File: src/rtl/spi_rx_deser_if.sv
// Bundle of SPI receive lines and the word-level valid/ready handshake
// for spi_rx_deser. The master modport is the deserializer's view, the
// slave modport is the view of whoever drives SPI and consumes words.
interface spi_rx_deser_if #(
  parameter int DATA_WIDTH = 16
) ();

  localparam int BCW = $clog2(DATA_WIDTH) + 1;

  logic                  spi_cs_l;
  logic                  spi_clk;
  logic                  spi_data;
  logic [DATA_WIDTH-1:0] data_out;
  logic                  data_valid;
  logic                  data_ready;
  logic                  overrun;
  logic                  frame_err;
  logic [BCW-1:0]        bit_count;

  modport master (
    input  spi_cs_l,
    input  spi_clk,
    input  spi_data,
    input  data_ready,
    output data_out,
    output data_valid,
    output overrun,
    output frame_err,
    output bit_count
  );

  modport slave (
    output spi_cs_l,
    output spi_clk,
    output spi_data,
    output data_ready,
    input  data_out,
    input  data_valid,
    input  overrun,
    input  frame_err,
    input  bit_count
  );

endinterface

File: src/rtl/spi_rx_deser.sv
// SPI receive deserializer: oversamples spi_cs_l/spi_clk/spi_data in the
// local clk domain, rebuilds MSB-first words and offers each finished word
// on a valid/ready handshake, flagging dropped words and aborted frames.
module spi_rx_deser #(
  parameter int DATA_WIDTH  = 16,
  parameter int SYNC_STAGES = 2
) (
  input logic           clk,
  input logic           reset,
  spi_rx_deser_if.master bus
);

  localparam int BCW = $clog2(DATA_WIDTH) + 1;
  localparam logic [BCW-1:0] LAST_BIT = BCW'(DATA_WIDTH - 1);

  typedef enum logic {
    IDLE  = 1'b0,
    SHIFT = 1'b1
  } state_e;

  state_e state_q, state_d;

  logic [SYNC_STAGES-1:0] cs_sync_q, cs_sync_d;
  logic [SYNC_STAGES-1:0] sclk_sync_q, sclk_sync_d;
  logic [SYNC_STAGES-1:0] data_sync_q, data_sync_d;
  logic                   cs_prev_q, cs_prev_d;
  logic                   sclk_prev_q, sclk_prev_d;

  logic [DATA_WIDTH-1:0]  shreg_q, shreg_d;
  logic [DATA_WIDTH-1:0]  data_out_q, data_out_d;
  logic                   data_valid_q, data_valid_d;
  logic                   overrun_q, overrun_d;
  logic                   frame_err_q, frame_err_d;
  logic [BCW-1:0]         bit_count_q, bit_count_d;

  logic                   cs_s;
  logic                   sclk_s;
  logic                   data_s;
  logic                   sclk_rise;
  logic                   cs_fall;
  logic                   cs_rise;
  logic [DATA_WIDTH-1:0]  word_next;
  logic                   word_done;

  assign cs_s   = cs_sync_q[SYNC_STAGES-1];
  assign sclk_s = sclk_sync_q[SYNC_STAGES-1];
  assign data_s = data_sync_q[SYNC_STAGES-1];

  assign sclk_rise = sclk_s  & ~sclk_prev_q;
  assign cs_fall   = ~cs_s   &  cs_prev_q;
  assign cs_rise   = cs_s    & ~cs_prev_q;

  assign word_next = {shreg_q[DATA_WIDTH-2:0], data_s};

  // Equal-length shift chains keep CS, SCLK and DATA aligned in time.
  always_comb begin
    cs_sync_d   = {cs_sync_q[SYNC_STAGES-2:0],   bus.spi_cs_l};
    sclk_sync_d = {sclk_sync_q[SYNC_STAGES-2:0], bus.spi_clk};
    data_sync_d = {data_sync_q[SYNC_STAGES-2:0], bus.spi_data};
    cs_prev_d   = cs_s;
    sclk_prev_d = sclk_s;
  end

  // Synchroniser and edge-history flops; CS resets low so that a frame can
  // only start after CS has been seen high and then falls again.
  always_ff @(posedge clk or negedge reset) begin
    if (!reset) begin
      cs_sync_q   <= '0;
      sclk_sync_q <= '0;
      data_sync_q <= '0;
      cs_prev_q   <= 1'b0;
      sclk_prev_q <= 1'b0;
    end else begin
      cs_sync_q   <= cs_sync_d;
      sclk_sync_q <= sclk_sync_d;
      data_sync_q <= data_sync_d;
      cs_prev_q   <= cs_prev_d;
      sclk_prev_q <= sclk_prev_d;
    end
  end

  // FSM state register.
  always_ff @(posedge clk or negedge reset) begin
    if (!reset) begin
      state_q <= IDLE;
    end else begin
      state_q <= state_d;
    end
  end

  // FSM next state: a CS fall opens a frame, a CS rise closes it.
  always_comb begin
    state_d = state_q;
    case (state_q)
      IDLE:    if (cs_fall) state_d = SHIFT;
      SHIFT:   if (cs_rise) state_d = IDLE;
      default: state_d = IDLE;
    endcase
  end

  // Shifting, word completion and handshake; CS rise wins over a
  // coincident SCLK rise, and a finished word may land on the same edge
  // that the consumer takes the previous one.
  always_comb begin
    shreg_d      = shreg_q;
    bit_count_d  = bit_count_q;
    data_out_d   = data_out_q;
    data_valid_d = data_valid_q;
    overrun_d    = 1'b0;
    frame_err_d  = 1'b0;
    word_done    = 1'b0;

    case (state_q)
      IDLE: begin
        bit_count_d = '0;
        if (cs_fall) shreg_d = '0;
      end
      SHIFT: begin
        if (cs_rise) begin
          if (bit_count_q != '0) frame_err_d = 1'b1;
          bit_count_d = '0;
          shreg_d     = '0;
        end else if (sclk_rise) begin
          shreg_d = word_next;
          if (bit_count_q == LAST_BIT) begin
            word_done   = 1'b1;
            bit_count_d = '0;
          end else begin
            bit_count_d = bit_count_q + BCW'(1);
          end
        end
      end
      default: begin
        bit_count_d = '0;
      end
    endcase

    if (word_done) begin
      if (!data_valid_q || bus.data_ready) begin
        data_out_d   = word_next;
        data_valid_d = 1'b1;
      end else begin
        overrun_d = 1'b1;
      end
    end else if (data_valid_q && bus.data_ready) begin
      data_valid_d = 1'b0;
    end
  end

  // Datapath and output registers.
  always_ff @(posedge clk or negedge reset) begin
    if (!reset) begin
      shreg_q      <= '0;
      bit_count_q  <= '0;
      data_out_q   <= '0;
      data_valid_q <= 1'b0;
      overrun_q    <= 1'b0;
      frame_err_q  <= 1'b0;
    end else begin
      shreg_q      <= shreg_d;
      bit_count_q  <= bit_count_d;
      data_out_q   <= data_out_d;
      data_valid_q <= data_valid_d;
      overrun_q    <= overrun_d;
      frame_err_q  <= frame_err_d;
    end
  end

  assign bus.data_out   = data_out_q;
  assign bus.data_valid = data_valid_q;
  assign bus.overrun    = overrun_q;
  assign bus.frame_err  = frame_err_q;
  assign bus.bit_count  = bit_count_q;

endmodule

File: src/flat_wrapper.sv
// flat-port wrapper written by rule: the top's interface ports become plain ports
module spi_rx_deser_flat 
#(
  parameter int DATA_WIDTH  = 16,
  parameter int SYNC_STAGES = 2
)
  (clk, reset, bus_spi_cs_l, bus_spi_clk, bus_spi_data, bus_data_ready, bus_data_out, bus_data_valid, bus_overrun, bus_frame_err, bus_bit_count);
  spi_rx_deser_if #(.DATA_WIDTH(DATA_WIDTH)) bus_i ();
  input logic clk;
  input logic reset;
  input wire logic [$bits(bus_i.spi_cs_l)-1:0] bus_spi_cs_l;
  input wire logic [$bits(bus_i.spi_clk)-1:0] bus_spi_clk;
  input wire logic [$bits(bus_i.spi_data)-1:0] bus_spi_data;
  input wire logic [$bits(bus_i.data_ready)-1:0] bus_data_ready;
  output wire logic [$bits(bus_i.data_out)-1:0] bus_data_out;
  output wire logic [$bits(bus_i.data_valid)-1:0] bus_data_valid;
  output wire logic [$bits(bus_i.overrun)-1:0] bus_overrun;
  output wire logic [$bits(bus_i.frame_err)-1:0] bus_frame_err;
  output wire logic [$bits(bus_i.bit_count)-1:0] bus_bit_count;
  assign bus_i.spi_cs_l = bus_spi_cs_l;
  assign bus_i.spi_clk = bus_spi_clk;
  assign bus_i.spi_data = bus_spi_data;
  assign bus_i.data_ready = bus_data_ready;
  assign bus_data_out = bus_i.data_out;
  assign bus_data_valid = bus_i.data_valid;
  assign bus_overrun = bus_i.overrun;
  assign bus_frame_err = bus_i.frame_err;
  assign bus_bit_count = bus_i.bit_count;
  spi_rx_deser #(.DATA_WIDTH(DATA_WIDTH), .SYNC_STAGES(SYNC_STAGES)) u_core (.clk(clk), .reset(reset), .bus(bus_i));
endmodule
File: config.mk
export PLATFORM = sky130hd
export DESIGN_NAME = spi_rx_deser_flat
export DESIGN_NICKNAME = d
export VERILOG_FILES = /design/src/rtl/spi_rx_deser_if.sv /design/src/rtl/spi_rx_deser.sv /design/src/flat_wrapper.sv
export SDC_FILE = /design/constraint.sdc
export NUM_CORES = 1
export LEC_CHECK = 0
export ABC_CLOCK_PERIOD_IN_PS = 2000
export BUFFER_PORTS_ARGS = -buffer_cell sky130_fd_sc_hd__buf_2
export CAP_MARGIN = 0
export CORE_MARGIN = 2
export CORE_UTILIZATION = 50
export DETAILED_ROUTE_END_ITERATION = 6
export PLACE_DENSITY = 0.8
export SKIP_CTS_REPAIR_TIMING = 1
export SLEW_MARGIN = 10
export SYNTH_ARGS = -nofsm -noshare
export SYNTH_HDL_FRONTEND = slang
export SYNTH_SLANG_ARGS = --single-unit
export TNS_END_PERCENT = 50
File: constraint.sdc
create_clock -name clk -period 2 [get_ports clk]
set_input_delay 0.3 -clock clk [delete_from_list [all_inputs] [get_ports clk]]
set_output_delay 0.3 -clock clk [all_outputs]
set_load 0.01 [all_outputs]
Word-level counts from Yosys, hierarchy flattened
Index checks and enable logic that the tools add are counted.

word-level totals
  latch bits = 0
  memories = 0
  bits in registers = 48
  memory bits (writable) = 0
  memory bits (read-only) = 0
  output and inout bits = 24

operators by class
  muxes and demuxes = 23
  equality and inequality tests = 4
  $mul = 0
  shifts and indexed selects = 0
  divide/modulo/power cells = 0
  bitwise operators = 7
  add/sub/neg operators = 1
  order comparisons = 0
  reductions and logical operators = 8

operators by type and width
  cell                                                  count
  2-to-1 mux 15 bit                                     3
  one-hot mux 15 bit (2 select lines)                   1
  2-to-1 mux 5 bit                                      3
  2-to-1 mux 1 bit                                      14
  one-hot mux 5 bit (2 select lines)                    1
  AND reduction 2 bit                                   3
  adder 5 x 1 -> 5 bit (second input constant)          1
  equality test 5 x 4 -> 1 bit (second input constant)  1
  nonzero test 5 bit                                    1
  NOT 1 bit                                             4
  bitwise AND 1 bit                                     3
  != test 3 bit (second input constant)                 1
  != test 2 x 1 -> 1 bit (second input constant)        1
  != test 2 bit (second input constant)                 1
  one-hot mux 1 bit (2 select lines)                    1
  nonzero test 2 bit                                    1
  logical AND 1 bit                                     1
  logical NOT 1 bit                                     1
  logical OR 1 bit                                      1

Longest topological paths before layout
Gate-level depths: netlist (run 1).

  depth in word-level cells = 7
  depth in mapped cells = 7

Least setup slack after synthesis (run 1)
Ideal clock, no wire load.

  path kind = register to register
  start point = register u_core.bit_count_q[0], in the netlist u_core.bus.bit_count[0]
  end point = register u_core.data_out_q[0], in the netlist u_core.bus.data_out[0]
  path slack = 0.225 ns
  stages on the path, launching flop included = 8
  data arrival time = 1.650 ns
  required time = 1.875 ns
  library setup time = 0.125 ns
  clock period less this slack = 1.775 ns
  path buffers = 2
  cell sequence = dfrtp_1 ha_1 nand3_1 nor2_1 and3_4 buf_6 buf_12 mux2_4

between the ends
  longest elaborated chain between the ends = 6

ends and longest elaborated chain
  item                                  RTL line             RTL
  start: declaration                    spi_rx_deser.sv:34   logic [BCW-1:0] bit_count_q, bit_count_d;
  start signal: assignment              spi_rx_deser.sv:161  bit_count_q <= bit_count_d;
  equality test 5 x 4 -> 1 bit          spi_rx_deser.sv:125  if (bit_count_q == LAST_BIT) begin
  2-to-1 mux 1 bit                      spi_rx_deser.sv:125
  2-to-1 mux 1 bit                      spi_rx_deser.sv:123  end else if (sclk_rise) begin
  2-to-1 mux 1 bit                      spi_rx_deser.sv:119  if (cs_rise) begin
  2-to-1 mux 1 bit                      spi_rx_deser.sv:113  case (state_q)
  AND reduction 2 bit (no source line)  -
  end signal: assignment                spi_rx_deser.sv:162  data_out_q <= data_out_d;
  end: declaration                      spi_rx_deser.sv:30   logic [DATA_WIDTH-1:0] data_out_q, data_out_d;

No other way between the ends.
A chain may end at the register's enable or synchronous reset.

Worst setup path in the final report (run 1)
  start point = register u_core.bit_count_q[0], in the netlist u_core.bus.bit_count[0]
  end point = register u_core.data_out_q[7], in the netlist u_core.bus.data_out[7]

Same word-level chain as after synthesis.

==> summary.md, run 1 <==
| Metric | Value |
|---|---|
| Final Cycle Share | between 90% and 100% |
| Maxcap violations | 0 |
| DRT Wirelength | 2.991 mm |
| Initial antenna violation count | 0 |
| Iteration-0 DRC Markers | between 40 and 50 |
| LEAKAGE | ~0.0011 uW |
| Final hold slack | roughly 0.036 ns |
| Final Power | 1650 uW |
| Critical path class | reg2reg |
| Setup-violating endpoint count in the final report | 0 |
| Share of cells above drive strength 1 | 38.96% |
| CTS Root Cell | clkbuf_8 |
| Vias | around 1.1k |
| Area of the die | between 0.004 and 0.005 sq mm |
| Final Hold Vio Count | 0 |
| Nets | between 150 and 200 |
| # IOs | 30 |
| All-Layer GR Usage | approximately 17% |
| Die Ht | roughly 65 microns |
| Sum Neg Setup Slack | 0 ns |
| Reg2reg end | u_core.bus.data_out[7] |
| Core Area | between 0.003 and 0.004 sq mm |
| Number of iterations in the first detailed-routing pass | 4 |
| Fin. max-slew vios | 0 |
| Vias in the first global route | between 1k and 1.5k |
| First-pass GRT wire length | slightly above 5 mm |
| Largest net degree at the start of global routing | 33 |
| Status | finished clean |
| HPWL Detailed | approximately 2.1 mm |
| Initial Util | 51.11% |
| Max Freq | ~550 MHz |
| Seq. cell area | 0.001201 sq mm |
| Num CTS Buffers | 5 |
| Cell Rows | 22 |
| Port Buffers | 29 |
| Worst-Skew Late Latency | 0.29 ns |
| H-tree levels | 2 |
| Area of the multi-input gates | just under 600 sq um |
| Pre-CTS WS | roughly 0.20 ns |
| Post-synth net total | roughly 130 |
| Crit path DAT | around 2 ns |
| # fillers | 279 |
| Max-slew headroom | 33.20% |
| Ys flop type | dfrtp_1 |
| Synth Warn # | 0 |
| RePlAce Congestion | 0.8584 |
| Syn_area_per_cell | between 15 and 20 sq um |
| Worst Path Max Fanout | 16 |
| DIE WIDTH | ~65 microns |
| Hold crit path type | in2async |
| DRC violations left | 0 |
| Period minus WS final | approximately 1.8 ns |
| Worst Skew | ~0.0035 ns |
| GRT overflow | 0 |
| Wirelength per Cell | between 10 and 15 microns |
| Setup WS post-layout | around 0.19 ns |
| Crit. End Element | flop |
| Reg2Reg Depth | 5 |
| CTS Buffer Depth | 2 |
| Reg-to-reg slack, setup | 0.19 ns |
| Reg clk slew, reported paths | roughly 0.080 ns |
| Post-DRT Antenna Nets | 0 |
| Worst VDD drop | between 0.3 and 0.4 mV |
| TritonCTS Sinks | 48 |
| Sequential share of the synthesized area | about two thirds |
| Number of flops mapped to enable cells by yosys | 0 |
| Startpoint types | flop |
| RSZ-0062 raised after global routing | no |
| Post-Synthesis Cells | 120 |
| R2R Path Start | u_core.bus.bit_count[0] |
| Area Growth Syn to Fin | 14.19% |
| Cell Pwr Density | between 700 and 800 mW/mm^2 |
| CTS tree | done |
| Core Util, Final | between 50% and 60% |
| CP required | about 2.2 ns |
| Async S/R FF share, synth | 100.0% |
| DR vias/cell | 5.307 |
| Netlist cell types | 28 |
| Post-synthesis cell area | approximately 0.0018 sq mm |
| Seq cells post-synth | 48 |
| Worst-Margin Slew | 0.9954 ns |
| N_diodes | 0 |
-- layout make-up --
class,instances,area share (%)
sequential,48,57.07
multi-input combinational,65,27.71
timing repair buffer,31,7.610
clock buffer,6,3.924
tap,48,2.854
clock inverter,2,0.4756
inverter,2,0.3567
-- critical path, cell delays in order, from the launching register on --
cell and delay [ns]:
dfrtp_1 0.45, ha_1 0.20, nand3_1 0.10, nor2_1 0.17
and3_4 0.40, mux2_2 0.37
-- kinds of logic (layout without fill, tap and decap cells) --
| kind of cell | count (synthesis) | in the layout | share of synthesized area [%] |
|---|---|---|---|
| compound gates | 21 | 21 | 9.369 |
| simple gates | 25 | 25 | 8.622 |
| fa+ha+maj | 2 | 2 | 1.358 |
| xor+xnor | 1 | 1 | 0.4753 |
| buf+inv | 7 | 41 | 3.190 |
| flops | 48 | 48 | 65.17 |
| mux | 16 | 16 | 11.81 |
-- flip-flops by register name (all words and copies together) (netlist names) --
register / count
u_core.bus.bit_count: 5
u_core.bus.data_out: 16
u_core.bus.data_valid: 1
u_core.bus.frame_err: 1
u_core.bus.overrun: 1
u_core.cs_prev_q: 1
u_core.cs_sync_q: 2
u_core.data_sync_q: 2
u_core.sclk_prev_q: 1
u_core.sclk_sync_q: 2
u_core.shreg_q: 15
u_core.state_q: 1
-- power breakdown --
| group | internal, uW | leakage [uW] | total, uW | switching (uW) |
|---|---|---|---|---|
| clock network | 276 | 0.0000510 | 573 | 297 |
| logic | 23.9 | 0.000400 | 76.4 | 52.5 |
| registers | 985 | 0.000648 | 1000 | 14.6 |
-- per-layer routing --
| metal | up-vias | track usage (%) | share of wire [%] |
|---|---|---|---|
| met3 | 2 | 5.035 | 4.7 |
| li1 | 495 | - | - |
| met4 | 0 | 7.181 | 0.90 |
| met1 | 537 | 21.99 | 44 |
| met2 | 38 | 25.64 | 50 |
| met5 | - | 0 | 0 |
-- through the flow --
stage / cells / cell area, sq um
5_1_grt: 202 / 2105
4_1_cts: 202 / 2105
2_1_floorplan: 120 / 1843
3_5_place_dp: 194 / 2012
3_3_place_gp: 194 / 2012
6_report: 202 / 2105
-- Yosys cell counts (all sizes together) (2+ instances only) --
cell type	number	area share, %
a21oi	2	0.54
mux2	16	12
nand2	7	1.4
nor2	4	0.81
nor3b	2	0.81
dfrtp	48	65
nand3	2	0.54
a22o	15	7.1
ha	2	1.4
and3	2	1.2
buf	4	2.6
inv	2	0.41
nand2b	3	1.4
-- how the worst max path moves through the flow --
stage / depth (start not counted) / slack (ns) / start / end
floorplan: 7 / 0.22 / u_core.bus.bit_count[0] / u_core.bus.data_out[0]
global placement: 5 / 0.28 / u_core.bus.bit_count[0] / u_core.bus.data_out[10]
detailed placement: 5 / 0.20 / u_core.bus.bit_count[0] / u_core.bus.data_out[7]
CTS: 5 / 0.19 / u_core.bus.bit_count[0] / u_core.bus.data_out[7]
global route: 5 / 0.06 / u_core.bus.bit_count[0] / u_core.bus.data_out[7]
finish: 5 / 0.19 / u_core.bus.bit_count[0] / u_core.bus.data_out[7]
-- cells in the final DEF, fill, tap and decap left out --
cell / n
dfrtp_1: 48
buf_2: 29
a22o_1: 15
mux2_4: 10
nand2_1: 7
mux2_2: 6
clkbuf_8: 6
nor2_1: 4
inv_1: 2
nand2b_1: 2
nand3_1: 2
and3_4: 2
nor3b_1: 2
a21oi_1: 2
ha_1: 2
clkinv_2: 2
buf_4: 2
and2b_1: 1
nand2b_4: 1
nor2b_4: 1
nor4b_1: 1
or2b_1: 1
o21ai_1: 1
a31o_2: 1
a41oi_1: 1
a311oi_1: 1
xor2_1: 1
or3_1: 1
Note: power is estimated with default switching activity, not from simulation.
==> run 2: changes to the inputs <==
--- a/config.mk
+++ b/config.mk
@@ -5,13 +5,13 @@
 export SDC_FILE = /design/constraint.sdc
 export NUM_CORES = 1
 export LEC_CHECK = 0
-export ABC_CLOCK_PERIOD_IN_PS = 2000
+export ABC_CLOCK_PERIOD_IN_PS = 1800
 export BUFFER_PORTS_ARGS = -buffer_cell sky130_fd_sc_hd__buf_2
 export CAP_MARGIN = 0
 export CORE_MARGIN = 2
-export CORE_UTILIZATION = 50
+export CORE_UTILIZATION = 25
 export DETAILED_ROUTE_END_ITERATION = 6
-export PLACE_DENSITY = 0.8
+export PLACE_DENSITY = 0.5
 export SKIP_CTS_REPAIR_TIMING = 1
 export SLEW_MARGIN = 10
 export SYNTH_ARGS = -nofsm -noshare
==> constraint.sdc (replaced) <==
create_clock -name clk -period 1.8 [get_ports clk]
set_input_delay 0.27 -clock clk [delete_from_list [all_inputs] [get_ports clk]]
set_output_delay 0.27 -clock clk [all_outputs]
set_load 0.01 [all_outputs]
==> run 2 against run 1 <==
- combinational power increased by 45%
- largest cell class unchanged
- global-route usage decreased by 8.2 points
- critical path type unchanged
- non-clock buffer count increased by 8
- routed wire length increased by 4.6%
- sequential cell count unchanged
- largest power group unchanged
- worst setup slack got worse by 0.027 ns
- first-iteration DRC count increased by 21%
- final area increased by 8.0%
==> summary.md, run 2 (synthesized netlist as in run 1, its figures left out) <==
| Metric | Value |
|---|---|
| Commonest non-fill, non-tap cell in the layout | dfrtp_1 |
| Reg clk slew, reported paths | 0.09 ns (about the same) |
| Fin. max-slew vios | 0 (unchanged) |
| Worst-Margin Slew | 0.3587 ns (-0.6367 ns) |
| Hold crit path type | in2reg |
| Hold_sp | bus_spi_data |
| Startpoint types | flop |
| All-Layer GR Usage | 8.477% (-8.2 points) |
| Largest net degree at the start of global routing | 25 (-24%) |
| RePlAce Congestion | 0.7076 (-18%) |
| Worst Path Max Fanout | 16 (unchanged) |
| DR vias/cell | 4.042 (-24%) |
| RSZ-0062 raised after global routing | no |
| Num CTS Buffers | 5 (unchanged) |
| Cell Rows | 31 (+41%) |
| CTS Buffer Depth | 2 (unchanged) |
| CTS Root Cell | clkbuf_8 |
| Core Area | 0.007214 sq mm (+100%) |
| Worst Setup SP | u_core.bus.bit_count[0] |
| LEAKAGE | 0.001155 uW (+5.0%) |
| DRC violations left | 0 (unchanged) |
| Die Ht | 89.86 microns (+39%) |
| Cell Pwr Density | 886.9 mW/mm^2 (+13%) |
| R2R Path Start | u_core.bus.bit_count[0] |
| Number of iterations in the first detailed-routing pass | 4 (unchanged) |
| Max-slew headroom | 75.75% (+43 points) |
| HPWL Detailed | 2.296 mm (+7.7%) |
| Crit. End Element | flop |
| DRT Wirelength | 3.130 mm (+4.6%) |
| Crit path DAT | 1.81 ns (-0.19 ns) |
| Initial antenna violation count | 0 (unchanged) |
| CP required | 1.97 ns (-0.22 ns) |
| Post-DRT Antenna Nets | 0 (unchanged) |
| Critical path class | reg2reg |
| Vias in the first global route | 1,040 (-0.76%) |
| Maxcap violations | 0 (unchanged) |
| First-pass GRT wire length | 5.382 mm (+4.6%) |
| Max reg flops | 16 (unchanged) |
| Max Freq | 610.2 MHz (+11%) |
| Share of cells above drive strength 1 | 41.36% (+2.4 points) |
| Vias | 1,055 (-1.6%) |
| Wirelength per Cell | 11.99 microns (-19%) |
| Period minus WS final | 1.639 ns (-0.1734 ns) |
| CTS tree | done |
| Sum Neg Setup Slack | 0 ns (unchanged) |
| DIE WIDTH | 89.86 microns (+39%) |
| Port Buffers | 29 (unchanged) |
| Most frequent cells in the layout | 48 x dfrtp_1, 29 x buf_2, 15 x a22o_1 |
| Core Util, Final | 31.50% (-27 points) |
| Initial Util | 25.55% (-26 points) |
| Final Hold Vio Count | 0 (unchanged) |
| Setup-violating endpoint count in the final report | 0 (unchanged) |
| N_diodes | 0 (unchanged) |
| Area Growth Syn to Fin | 23.29% |
| TritonCTS Sinks | 48 (unchanged) |
| Status | finished clean |
| H-tree levels | 2 (unchanged) |
| Iteration-0 DRC Markers | 52 (+21%) |
| Worst hold path depth | 1 |
| Final Cycle Share | 91.05% (+0.44 points) |
| # IOs | 30 (unchanged) |
| Area of the die | 0.008075 sq mm (+93%) |
| Nets | 169 (+5.0%) |
| GRT overflow | 0 (unchanged) |
| Worst Skew | 0.01062 ns (+0.007159 ns) |
| Worst-Skew Late Latency | 0.29 ns (about the same) |
| Reg2Reg Depth | 5 (unchanged) |
| Worst VDD drop | 0.3312 mV (-4.5%) |
run 2: layer usage:
layer	wire, microns	GRT usage (%)	vias up
met2	1484	12.31	20
met3	115	3.018	2
met4	35	2.692	0
li1	-	-	510
met5	0	0	-
met1	1495	11.86	523
run 2: cell type report:
type                    instances  area (sq um)
well taps                      99         123.9
flip-flops and latches         48          1201
clock buffers                   6         82.58
repair buffers                 39         235.2
fillers                       757          4942
multi-input cells              65         583.1
inverters                       2         7.507
clock inverters                 2         38.79
run 2: power by group:
part	internal, uW	switching, uW	total, uW	leakage [uW]
clock	454	343	797	0.0000614
sequential	1100	12.3	1110	0.000648
combinational	44.7	66.3	111	0.000445
run 2: critical path, stage by stage, from the launching register on:
cell	delay, ns
dfrtp_1	0.35
ha_1	0.16
nand3_1	0.09
nor2_1	0.14
and3_4	0.39
mux2_2	0.38
run 2: worst paths after layout:
path | end | slack (ns)
setup / recovery | u_core.bus.data_out[15] | 0.16
hold / removal | u_core.data_sync_q[0] | 0.09
setup reg to reg | u_core.bus.data_out[15] | 0.16
hold reg to reg | u_core.sclk_sync_q[1] | 0.36
max in group asynchronous | u_core.shreg_q[14] | 0.91
min in group asynchronous | u_core.bus.data_out[5] | 0.41
run 2: metrics by stage:
stage               power (uW)  area (sq um)  hold WS (ns)  worst slack (ns)  std cells
floorplan                 1179          1843      -0.02559           0.02479        120
global placement          1242          2141        0.1965            0.1919        252
detailed placement        1242          2141        0.2073            0.1294        252
CTS                       2044          2262       -0.1179            0.1190        260
global route              2117          2272       0.07068           0.03959        261
finish                    2015          2272       0.08544            0.1612        261
